<file path="config.mk">
export PLATFORM = sky130hd
export DESIGN_NAME = status_led_driver
export DESIGN_NICKNAME = d
export VERILOG_FILES = /design/src/rtl/status_led_pkg.sv /design/src/rtl/status_led_chan.sv /design/src/rtl/status_led_driver.sv
export SDC_FILE = /design/constraint.sdc
export NUM_CORES = 1
export LEC_CHECK = 0
export CAP_MARGIN = 20
export CORE_UTILIZATION = 25
export DETAILED_ROUTE_END_ITERATION = 8
export GPL_TIMING_DRIVEN = 0
export PLACE_DENSITY_LB_ADDON = 0.3
export SYNTH_ARGS = -nofsm -noshare
export SYNTH_HDL_FRONTEND = slang
export SYNTH_SLANG_ARGS = --single-unit
</file>
<file path="constraint.sdc">
create_clock -name clk -period 3.92 [get_ports clk]
set_input_delay 0.784 -clock clk [delete_from_list [all_inputs] [get_ports clk]]
set_output_delay 0.784 -clock clk [all_outputs]
set_load 0.05 [all_outputs]
</file>
<file path="src/rtl/status_led_pkg.sv">
// Shared definitions for the status LED driver.
//   MODE_*        per-channel 2-bit mode encodings
//   code_state_t  blink-code sequencer states
//   cnt_width()   bits needed to hold 0..max_val
package status_led_pkg;

   localparam logic [1:0] MODE_STATIC  = 2'd0;
   localparam logic [1:0] MODE_BLINK   = 2'd1;
   localparam logic [1:0] MODE_STRETCH = 2'd2;
   localparam logic [1:0] MODE_CODE    = 2'd3;

   typedef enum logic [1:0] {
      S_IDLE = 2'd0,
      S_ON   = 2'd1,
      S_OFF  = 2'd2,
      S_GAP  = 2'd3
   } code_state_t;

   function automatic int cnt_width(input int max_val);
      return (max_val < 2) ? 1 : $clog2(max_val + 1);
   endfunction

endpackage

</file>
<file path="src/rtl/status_led_chan.sv">
// One LED channel: event edge detect + pulse stretcher, blink-code sequencer,
// mode-change detect and the per-channel source mux.
//   clk, rst   clock, synchronous active-high reset
//   tick       one-cycle strobe from the shared prescaler
//   phase      shared heartbeat phase
//   mode       channel mode (MODE_*)
//   level      static-mode source
//   evt        stretch trigger (rising edge)
//   code       flash count for blink-code mode
//   led        unregistered LED value (registered in the top)
//
// state  | meaning
// S_IDLE | waiting for a tick to latch the flash count
// S_ON   | flash lit, CODE_ON_T ticks
// S_OFF  | dark between flashes, CODE_OFF_T ticks
// S_GAP  | dark after the last flash, CODE_GAP_T ticks
module status_led_chan
   import status_led_pkg::*;
#(
   parameter int STRETCH_T  = 50,
   parameter int CODE_ON_T  = 200,
   parameter int CODE_OFF_T = 200,
   parameter int CODE_GAP_T = 1000,
   parameter int CODE_W     = 4
) (
   input  logic              clk,
   input  logic              rst,
   input  logic              tick,
   input  logic              phase,
   input  logic [1:0]        mode,
   input  logic              level,
   input  logic              evt,
   input  logic [CODE_W-1:0] code,
   output logic              led
);

   localparam int CODE_MAX_T = (CODE_ON_T > CODE_OFF_T) ?
                               ((CODE_ON_T > CODE_GAP_T) ? CODE_ON_T : CODE_GAP_T) :
                               ((CODE_OFF_T > CODE_GAP_T) ? CODE_OFF_T : CODE_GAP_T);
   localparam int TW = cnt_width(CODE_MAX_T);
   localparam int SW = cnt_width(STRETCH_T);

   logic              evt_q;
   logic [1:0]        mode_q;
   logic [SW-1:0]     str_cnt;
   code_state_t       state;
   logic [CODE_W-1:0] remaining;
   logic [TW-1:0]     dur;
   logic              evt_rise;
   logic              mode_chg;

   assign evt_rise = evt & ~evt_q;
   assign mode_chg = (mode != mode_q);

   always_ff @(posedge clk) begin
      if (rst) begin
         evt_q     <= 1'b0;
         mode_q    <= MODE_STATIC;
         str_cnt   <= '0;
         state     <= S_IDLE;
         remaining <= '0;
         dur       <= '0;
      end else begin
         evt_q  <= evt;
         mode_q <= mode;
         if (mode_chg) begin
            str_cnt <= '0;
            state   <= S_IDLE;
            dur     <= '0;
         end else begin
            // A fresh edge reloads even on a tick cycle.
            if (mode == MODE_STRETCH && evt_rise)
               str_cnt <= SW'(STRETCH_T);
            else if (tick && str_cnt != '0)
               str_cnt <= str_cnt - SW'(1);

            if (mode == MODE_CODE && tick) begin
               case (state)
                  S_IDLE: begin
                     remaining <= code;
                     if (code != '0) begin
                        state <= S_ON;
                        dur   <= TW'(CODE_ON_T);
                     end
                  end
                  S_ON: begin
                     if (dur == TW'(1)) begin
                        remaining <= remaining - CODE_W'(1);
                        if (remaining == CODE_W'(1)) begin
                           state <= S_GAP;
                           dur   <= TW'(CODE_GAP_T);
                        end else begin
                           state <= S_OFF;
                           dur   <= TW'(CODE_OFF_T);
                        end
                     end else begin
                        dur <= dur - TW'(1);
                     end
                  end
                  S_OFF: begin
                     if (dur == TW'(1)) begin
                        state <= S_ON;
                        dur   <= TW'(CODE_ON_T);
                     end else begin
                        dur <= dur - TW'(1);
                     end
                  end
                  S_GAP: begin
                     if (dur == TW'(1))
                        state <= S_IDLE;
                     else
                        dur <= dur - TW'(1);
                  end
                  default: state <= S_IDLE;
               endcase
            end
         end
      end
   end

   always_comb begin
      led = 1'b0;
      case (mode)
         MODE_STATIC:  led = level;
         MODE_BLINK:   led = phase;
         MODE_STRETCH: led = (str_cnt != '0);
         MODE_CODE:    led = (state == S_ON);
         default:      led = 1'b0;
      endcase
   end

endmodule

</file>
<file path="src/rtl/status_led_driver.sv">
// Multi-channel board-status LED driver: shared ms-tick prescaler and
// heartbeat phase, one status_led_chan per LED, registered outputs.
//   clk     clock
//   rst     synchronous active-high reset
//   mode    per-channel mode, channel i = mode[2i+1:2i]
//   level   static-mode sources
//   evt     stretch-mode triggers (rising edge)
//   code    per-channel flash counts, channel i = code[CODE_W*i +: CODE_W]
//   led_o   registered LED drive (inverted when ACTIVE_LOW)
//   tick_o  one-cycle strobe per tick
module status_led_driver
   import status_led_pkg::*;
#(
   parameter int N_CH       = 2,
   parameter int CLK_HZ     = 125000000,
   parameter int TICK_HZ    = 1000,
   parameter int BLINK_T    = 250,
   parameter int STRETCH_T  = 50,
   parameter int CODE_ON_T  = 200,
   parameter int CODE_OFF_T = 200,
   parameter int CODE_GAP_T = 1000,
   parameter int CODE_W     = 4,
   parameter int ACTIVE_LOW = 0
) (
   input  logic                     clk,
   input  logic                     rst,
   input  logic [2*N_CH-1:0]        mode,
   input  logic [N_CH-1:0]          level,
   input  logic [N_CH-1:0]          evt,
   input  logic [CODE_W*N_CH-1:0]   code,
   output logic [N_CH-1:0]          led_o,
   output logic                     tick_o
);

   localparam int DIV = CLK_HZ / TICK_HZ;
   localparam int DW  = (DIV < 2) ? 1 : $clog2(DIV);
   localparam int BW  = cnt_width(BLINK_T - 1);
   localparam logic [N_CH-1:0] INV = (ACTIVE_LOW != 0) ? '1 : '0;

   if (DIV < 2) begin : g_div_check
      $error("status_led_driver: CLK_HZ/TICK_HZ must be at least 2");
   end

   logic [DW-1:0]   div_cnt;
   logic [BW-1:0]   blink_cnt;
   logic            phase;
   logic [N_CH-1:0] led_next;

   assign tick_o = (div_cnt == DW'(DIV - 1));

   always_ff @(posedge clk) begin
      if (rst) begin
         div_cnt   <= '0;
         blink_cnt <= '0;
         phase     <= 1'b0;
      end else begin
         div_cnt <= tick_o ? '0 : div_cnt + DW'(1);
         if (tick_o) begin
            if (blink_cnt == BW'(BLINK_T - 1)) begin
               blink_cnt <= '0;
               phase     <= ~phase;
            end else begin
               blink_cnt <= blink_cnt + BW'(1);
            end
         end
      end
   end

   for (genvar i = 0; i < N_CH; i++) begin : g_chan
      status_led_chan #(
         .STRETCH_T  (STRETCH_T),
         .CODE_ON_T  (CODE_ON_T),
         .CODE_OFF_T (CODE_OFF_T),
         .CODE_GAP_T (CODE_GAP_T),
         .CODE_W     (CODE_W)
      ) u_chan (
         .clk   (clk),
         .rst   (rst),
         .tick  (tick_o),
         .phase (phase),
         .mode  (mode[2*i +: 2]),
         .level (level[i]),
         .evt   (evt[i]),
         .code  (code[CODE_W*i +: CODE_W]),
         .led   (led_next[i])
      );
   end

   always_ff @(posedge clk) begin
      if (rst)
         led_o <= INV;
      else
         led_o <= led_next ^ INV;
   end

endmodule
</file>
==> flow_summary_export.csv, run 1 <==
group,metric,value,unit
synthesis,synthAdderAreaFrac,4.54,%
synthesis,synth_edf_count,0,
worst_setup_path,worstSetupStartpointType,"flip-flop",
clocking,cts_buffer_depth,2,
synthesis,netlist-cell-type-count,59,
power,p_comb_share,5.1,%
clocking,clock-root-buffer,"clkbuf_16",
synthesis,synth-simple-area-share,31.0,%
synthesis,synth_seq_cells,78,
layout,syn_to_final_growth,17.6,%
worst_setup_path,crit_type,"reg -> out",
flow_run,drv_cap,0,
worst_setup_path,reg2reg_slack,1.29,ns
synthesis,async_flop_share,0,%
synthesis,netlist_instances,502,
drt,vias,3750,
clocking,cts_setup_buffers,0,
sta,period_needed,3.63,ns
sta,fin_skew,0.00367,ns
drt,routed_via_density,4.97,
sta,holdWs,0.485,ns
synthesis,ys_seq_area_share,36.8,%
worst_setup_path,cp.required,3.14,ns
placed_design,dpl.hpwl,7630,um
power,power_leakage,1.70,nW
layout,post_layout_nonfiller_instances,755,
hold_path,hold_class,"reg -> reg",
synthesis,yosysMostFrequentCell,"dfxtp_1",
grt,first_global_vias,3527,
drt,drc,0,
grt,grt_pass1_wl,17400,um
power,pwr-share-seq,46.7,%
power,swShare,22.2,%
power,ir_worst_vdd,206,uV
synthesis,synth_compound_area_share,14.0,%
clocking,cts_resized,0,
clocking,cts_tree,"built",
synthesis,synth_area_leaders,"dfxtp_1 (37%), xor2_1 (6.0%), nor2_1 (5.6%)",
layout,design_area,0.00499,sq mm
synthesis,synth-xor-area-share,8.88,%
synthesis,syn_nets,533,
sta,period_share,92.6,%
die,num_io_pins,21,
layout,diodes,0,
placed_design,dpl_cell_area,0.00470,sq mm
run_status,outcome,"finished, final reports clean",
drt,ant_nets,0,
clocking,clock-sinks,78,
clocking,cts_hold_buf,0,
synthesis,synth_top_family_by_area,"simple AND/OR/NAND/NOR gates",
die,fp.dieW,132,um
layout,num-nets-final,562,
sta,slew_viol_final,0,
sta,setup_ws,0.291,ns
worst_setup_path,cp.arrival,2.85,ns
worst_setup_path,slowest_stage,"clkdlybuf4s50_1",
sta,rsz0062_at_grt,"false",
power,clkPwrFrac,48.1,%
synthesis,yosysTopAreaCell,"dfxtp_1",
sta,timing.fmax,0.276,GHz
drt,drt_iter0_markers,219,
die,num_rows,47,
synthesis,yosys.area.top_type_share,36.8,%
power,p_sw,383,uW
sta,worstMarginPinSlew,0.891,ns
power,pwr_density_cell,346,mW/mm^2
synthesis,synthMuxAreaShare,1.50,%
worst_setup_path,crit_path_cell_trace,"ha_1, and4_1, nand4_1, inv_1, clkdlybuf4s50_1",
die,fp.dieH,132,um
power,internal_power,1.34,mW
grt,antenna_found_initial,0,
placed_design,place.gp.congestion,0.849,
grt,grt_max_degree,13,
sta,setup_viol,0,
drt,wl_per_cell,13.7,um
clocking,h-tree-depth,3,
synthesis,synthTopCellsByCount,"dfxtp_1 (78), nor2_1 (63), nand3_1 (30), nand2_1 (29), xor2_1 (29)",
synthesis,ys.flop_type,"dfxtp_1",
worst_setup_path,cp_max_fo,7,
grt,gr-usage-all-layers,12.4,%
layout,drive_above_1_share,5.98,%
placed_design,pre_cts_ws,0.591,ns
synthesis,synth_warnings,0,
layout,utilization,30.1,%
sta,hold_violations,0,
sta,max_slew_margin,40.1,%
sta,tns,0,ns
worst_setup_path,critPathCaptureType,"output pin",
die,start_util,25.6,%
placed_design,io_buffers,18,
drt,first_pass_iters,4,
clocking,clock_latency,0.34,ns
die,die_area,0.0175,sq mm
die,coreArea,0.0166,sq mm
synthesis,syn_area,0.00424,sq mm
worst_setup_path,slowest_delay,0.84,ns
synthesis,postSynthAreaPerCell,8.45,sq um
clocking,clkTransAtPathRegs,0.06,ns
drt,wl,10300,um
grt,grt_remaining_overflow,0,
power,total_power,1.72,mW
placed_design,dp.cells,740,
clocking,numCtsBuffers,9,
power groups by stage:
stage          clock network [mW]  registers [mW]  logic, mW
4_1_cts                     0.865           0.806     0.0893
2_1_floorplan                   0           0.827     0.0463
3_5_place_dp                    0           0.823     0.0891
6_report                    0.830           0.806     0.0888
3_3_place_gp                    0           0.823     0.0879
5_1_grt                     0.896           0.806     0.0981
final timing paths:
kind / startpoint / end / cells after the start
setup / recovery: div_cnt[0]$_SDFF_PP0_ / tick_o / 5
hold / removal: div_cnt[0]$_SDFF_PP0_ / div_cnt[0]$_SDFF_PP0_ / 1
setup reg to reg: g_chan[1].u_chan.dur[0]$_SDFFE_PP0P_ / g_chan[1].u_chan.remaining[3]$_SDFFE_PP0P_ / 6
hold reg to reg: div_cnt[0]$_SDFF_PP0_ / div_cnt[0]$_SDFF_PP0_ / 1
placed cells by master (no fill, tap or decap), types with 13 or more instances in the layout:
cell type        netlist  layout
nand2_1               29      29
ha_1                  13      13
xnor2_1               14      14
clkdlybuf4s50_1        0      18
nor3_1                16      16
nand3_1               30      30
xor2_1                29      29
nand4_1               18      18
inv_1                 21      21
dfxtp_1               78      78
o21ai_0               19      19
a21oi_1               24      24
clkbuf_1              12      13
nor2_1                63      63
layout make-up:
type | instances | area, sq um
fill | 1780 | 11600
multi-input combinational | 387 | 2540
sequential | 78 | 1560
tap | 220 | 275
clock buffer | 11 | 243
timing repair buffer | 18 | 180
inverter | 21 | 78.8
buffer | 16 | 62.6
clock inverter | 4 | 47.5
registers in the layout, indices dropped and copies added, names as in the netlist, 2 cells and up:
signal	flops
g_chan.u_chan.dur	20
div_cnt	17
g_chan.u_chan.str_cnt	12
blink_cnt	8
g_chan.u_chan.remaining	8
g_chan.u_chan.mode_q	4
g_chan.u_chan.state	4
g_chan.u_chan.evt_q	2
led_o	2
per-layer routing:
metal	share of wire (%)	GRT usage, %
met5	0	0
met4	1.3	4.60
met3	6.7	3.61
met2	44	18.9
met1	48	16.6
logic make-up after synthesis:
group                    count (synthesis)
AND/OR/NAND/NOR                        236
AO/OA/AOI/OAI                           86
flip-flops                              78
XOR/XNOR                                43
buffers and inverters                   37
adder cells (fa/ha/maj)                 16
multiplexers                             6
critical path: cells and delay by family, from the launching register on:
family	cells	cell delay [ns]
DFF	1	0.40
adders and majority gates	1	0.32
buffers and inverters	2	1.12
and+or+nand+nor	2	0.66
(Power assumes the default switching activity.)
==> run 2: changes to the inputs <==
--- a/config.mk
+++ b/config.mk
@@ -9,7 +9,7 @@
 export CORE_UTILIZATION = 25
 export DETAILED_ROUTE_END_ITERATION = 8
 export GPL_TIMING_DRIVEN = 0
-export PLACE_DENSITY_LB_ADDON = 0.3
+export PLACE_DENSITY = 0.45
 export SYNTH_ARGS = -nofsm -noshare
 export SYNTH_HDL_FRONTEND = slang
 export SYNTH_SLANG_ARGS = --single-unit
==> run 2 against run 1 <==
Combinational power rose by 1%. Non-clock buffer count unchanged. Cell count is the same. Clock-buffer cell count grew 1. First-iteration DRC count grew 2.7%. Critical path depth unchanged. Cell area up 0.50%. Clock skew rose by 0.0058 ns. Die area is the same. Maximum frequency fell by 1.5%. Clock power rose by 9.6%. Sequential share of layout area is 0.16 points lower. Critical path type unchanged. Largest power group unchanged. Highest routed layer unchanged.
==> flow_summary_export.csv, run 2 (synthesis gave the netlist of run 1 again) <==
group,metric,value,unit
sta,tns,0,ns
grt,gr-usage-all-layers,13.0,%
power,power_leakage,1.71,nW
sta,max_slew_margin,30.2,%
worst_setup_path,cp.arrival,2.90,ns
power,ir_worst_vdd,190,uV
placed_design,dpl_cell_area,0.00470,sq mm
clocking,clock_latency,0.34,ns
sta,timing.fmax,0.271,GHz
clocking,clkTransAtPathRegs,0.06,ns
power,clkPwrFrac,50.4,%
sta,period_needed,3.69,ns
sta,slew_viol_final,0,
placed_design,place.gp.congestion,0.910,
layout,regMostFlops,"g_chan.u_chan.dur",
power,swShare,21.9,%
clocking,cts_setup_buffers,0,
layout,largest_reg_flops,20,
worst_setup_path,slowest_delay,0.83,ns
clocking,numCtsBuffers,9,
layout,reg_top3,"g_chan.u_chan.dur x20, div_cnt x17, g_chan.u_chan.str_cnt x12",
placed_design,dpl.hpwl,7860,um
power,pwr-share-seq,44.6,%
die,num_rows,47,
sta,worstMarginPinSlew,1.04,ns
hold_path,min_from,"g_chan[1].u_chan.dur[7]$_SDFFE_PP0P_",
worst_setup_path,reg2reg_slack,1.16,ns
drt,ant_nets,0,
layout,diodes,0,
drt,drc,0,
power,p_comb_share,5.0,%
layout,final_common_cell,"dfxtp_1",
worst_setup_path,r2r_start,"div_cnt[0]$_SDFF_PP0_",
clocking,h-tree-depth,3,
layout,num-nets-final,562,
layout,design_area,0.00501,sq mm
layout,fillCellCount,1774,
clocking,cts_resized,0,
grt,antenna_found_initial,0,
drt,vias,3763,
power,p_sw,396,uW
worst_setup_path,cp_max_fo,7,
clocking,cts_hold_buf,0,
run_status,outcome,"finished, final reports clean",
flow_run,drv_cap,0,
die,die_area,0.0175,sq mm
hold_path,worstHoldPathCells,2,
clocking,clock-sinks,78,
worst_setup_path,crit_type,"reg -> out",
power,pwr_density_cell,360,mW/mm^2
clocking,cts_tree,"built",
die,fp.dieH,132,um
die,coreArea,0.0166,sq mm
clocking,cts_buffer_depth,2,
grt,grt_max_degree,13,
placed_design,io_buffers,18,
worst_setup_path,crit_path_cell_trace,"ha_1, and4_1, nand4_1, inv_1, clkdlybuf4s50_1",
worst_setup_path,r2r-end,"g_chan[0].u_chan.remaining[2]$_SDFFE_PP0P_",
power,internal_power,1.41,mW
worst_setup_path,cp.required,3.14,ns
drt,wl,10900,um
layout,utilization,30.2,%
die,fp.dieW,132,um
drt,wl_per_cell,14.4,um
hold_path,min_to,"g_chan[1].u_chan.dur[7]$_SDFFE_PP0P_",
drt,drt_iter0_markers,225,
layout,multi_input_area,0.00254,sq mm
grt,grt_pass1_wl,18000,um
die,start_util,25.6,%
clocking,clock-root-buffer,"clkbuf_16",
layout,final-seq-area,0.00156,sq mm
drt,routed_via_density,4.98,
sta,rsz0062_at_grt,"false",
layout,drive_above_1_share,5.79,%
sta,setup_viol,0,
drt,first_pass_iters,5,
worst_setup_path,ff2ff_path_depth,6,
sta,period_share,94.0,%
sta,hold_violations,0,
worst_setup_path,critPathCaptureType,"output pin",
hold_path,hold_class,"reg -> reg",
layout,syn_to_final_growth,18.2,%
worst_setup_path,slowest_stage,"clkdlybuf4s50_1",
grt,grt_remaining_overflow,0,
sta,fin_skew,0.00944,ns
worst_setup_path,worstSetupStartpointType,"flip-flop",
die,num_io_pins,21,
grt,first_global_vias,3557,
layout,final_cell_mix,"dfxtp_1 (78), nor2_1 (63), nand3_1 (30), xor2_1 (29), nand2_1 (29)",
## run 2: changes by cell type in the layout (fill, tap and decap cells not counted)
cell and delta:
clkinv_2 -2, bufinv_16 +1, clkbuf_1 +1, clkinv_4 +1, clkinvlp_4 -1
## run 2: layout make-up
cell class / instances / share of cell area (%)
tap: 220 / 5.49
multi-input combinational: 387 / 50.7
buffer: 16 / 1.25
clock inverter: 3 / 1.37
inverter: 21 / 1.57
timing repair buffer: 18 / 3.59
clock buffer: 12 / 4.92
sequential: 78 / 31.1
## run 2: per-stage QoR
step                hold slack (ns)  setup slack (ns)  cells  total power, mW
finish                        0.481             0.235    755             1.81
global route                  0.509            0.0777    755             1.87
CTS                           0.481             0.220    755             1.83
global placement              0.469             0.574    740            0.914
floorplan                     0.441              1.64    502            0.873
detailed placement            0.472             0.582    740            0.914
## run 2: metal layers
layer	wire (um)	part of all wire (%)	track usage, %
met1	5380	50	17.0
met2	4870	45	20.3
met4	179	1.6	6.19
met5	0	0	0
met3	435	4.0	2.77
## run 2: worst max path at each step
stage	start	end	slack (ns)	depth (start not counted)
6_report	div_cnt[0]$_SDFF_PP0_	tick_o	0.23	5
5_1_grt	div_cnt[0]$_SDFF_PP0_	tick_o	0.08	5
4_1_cts	div_cnt[0]$_SDFF_PP0_	tick_o	0.22	5
3_5_place_dp	div_cnt[0]$_SDFF_PP0_	tick_o	0.58	5
3_3_place_gp	div_cnt[0]$_SDFF_PP0_	tick_o	0.57	5
2_1_floorplan	div_cnt[0]$_SDFF_PP0_	tick_o	1.64	4
## run 2: power by group through the flow
stage	clock network [mW]	logic (mW)	registers, mW
detailed placement	0	0.0906	0.823
global placement	0	0.0904	0.823
finish	0.910	0.0900	0.806
CTS	0.937	0.0908	0.806
global route	0.966	0.0982	0.806
floorplan	0	0.0463	0.827
## run 2: critical path, delay by kind of cell, from the launching register on
family,cells,cell delay (ns)
simple gates,2,0.74
buf+inv,2,1.06
fa+ha+maj,1,0.35
flops,1,0.41
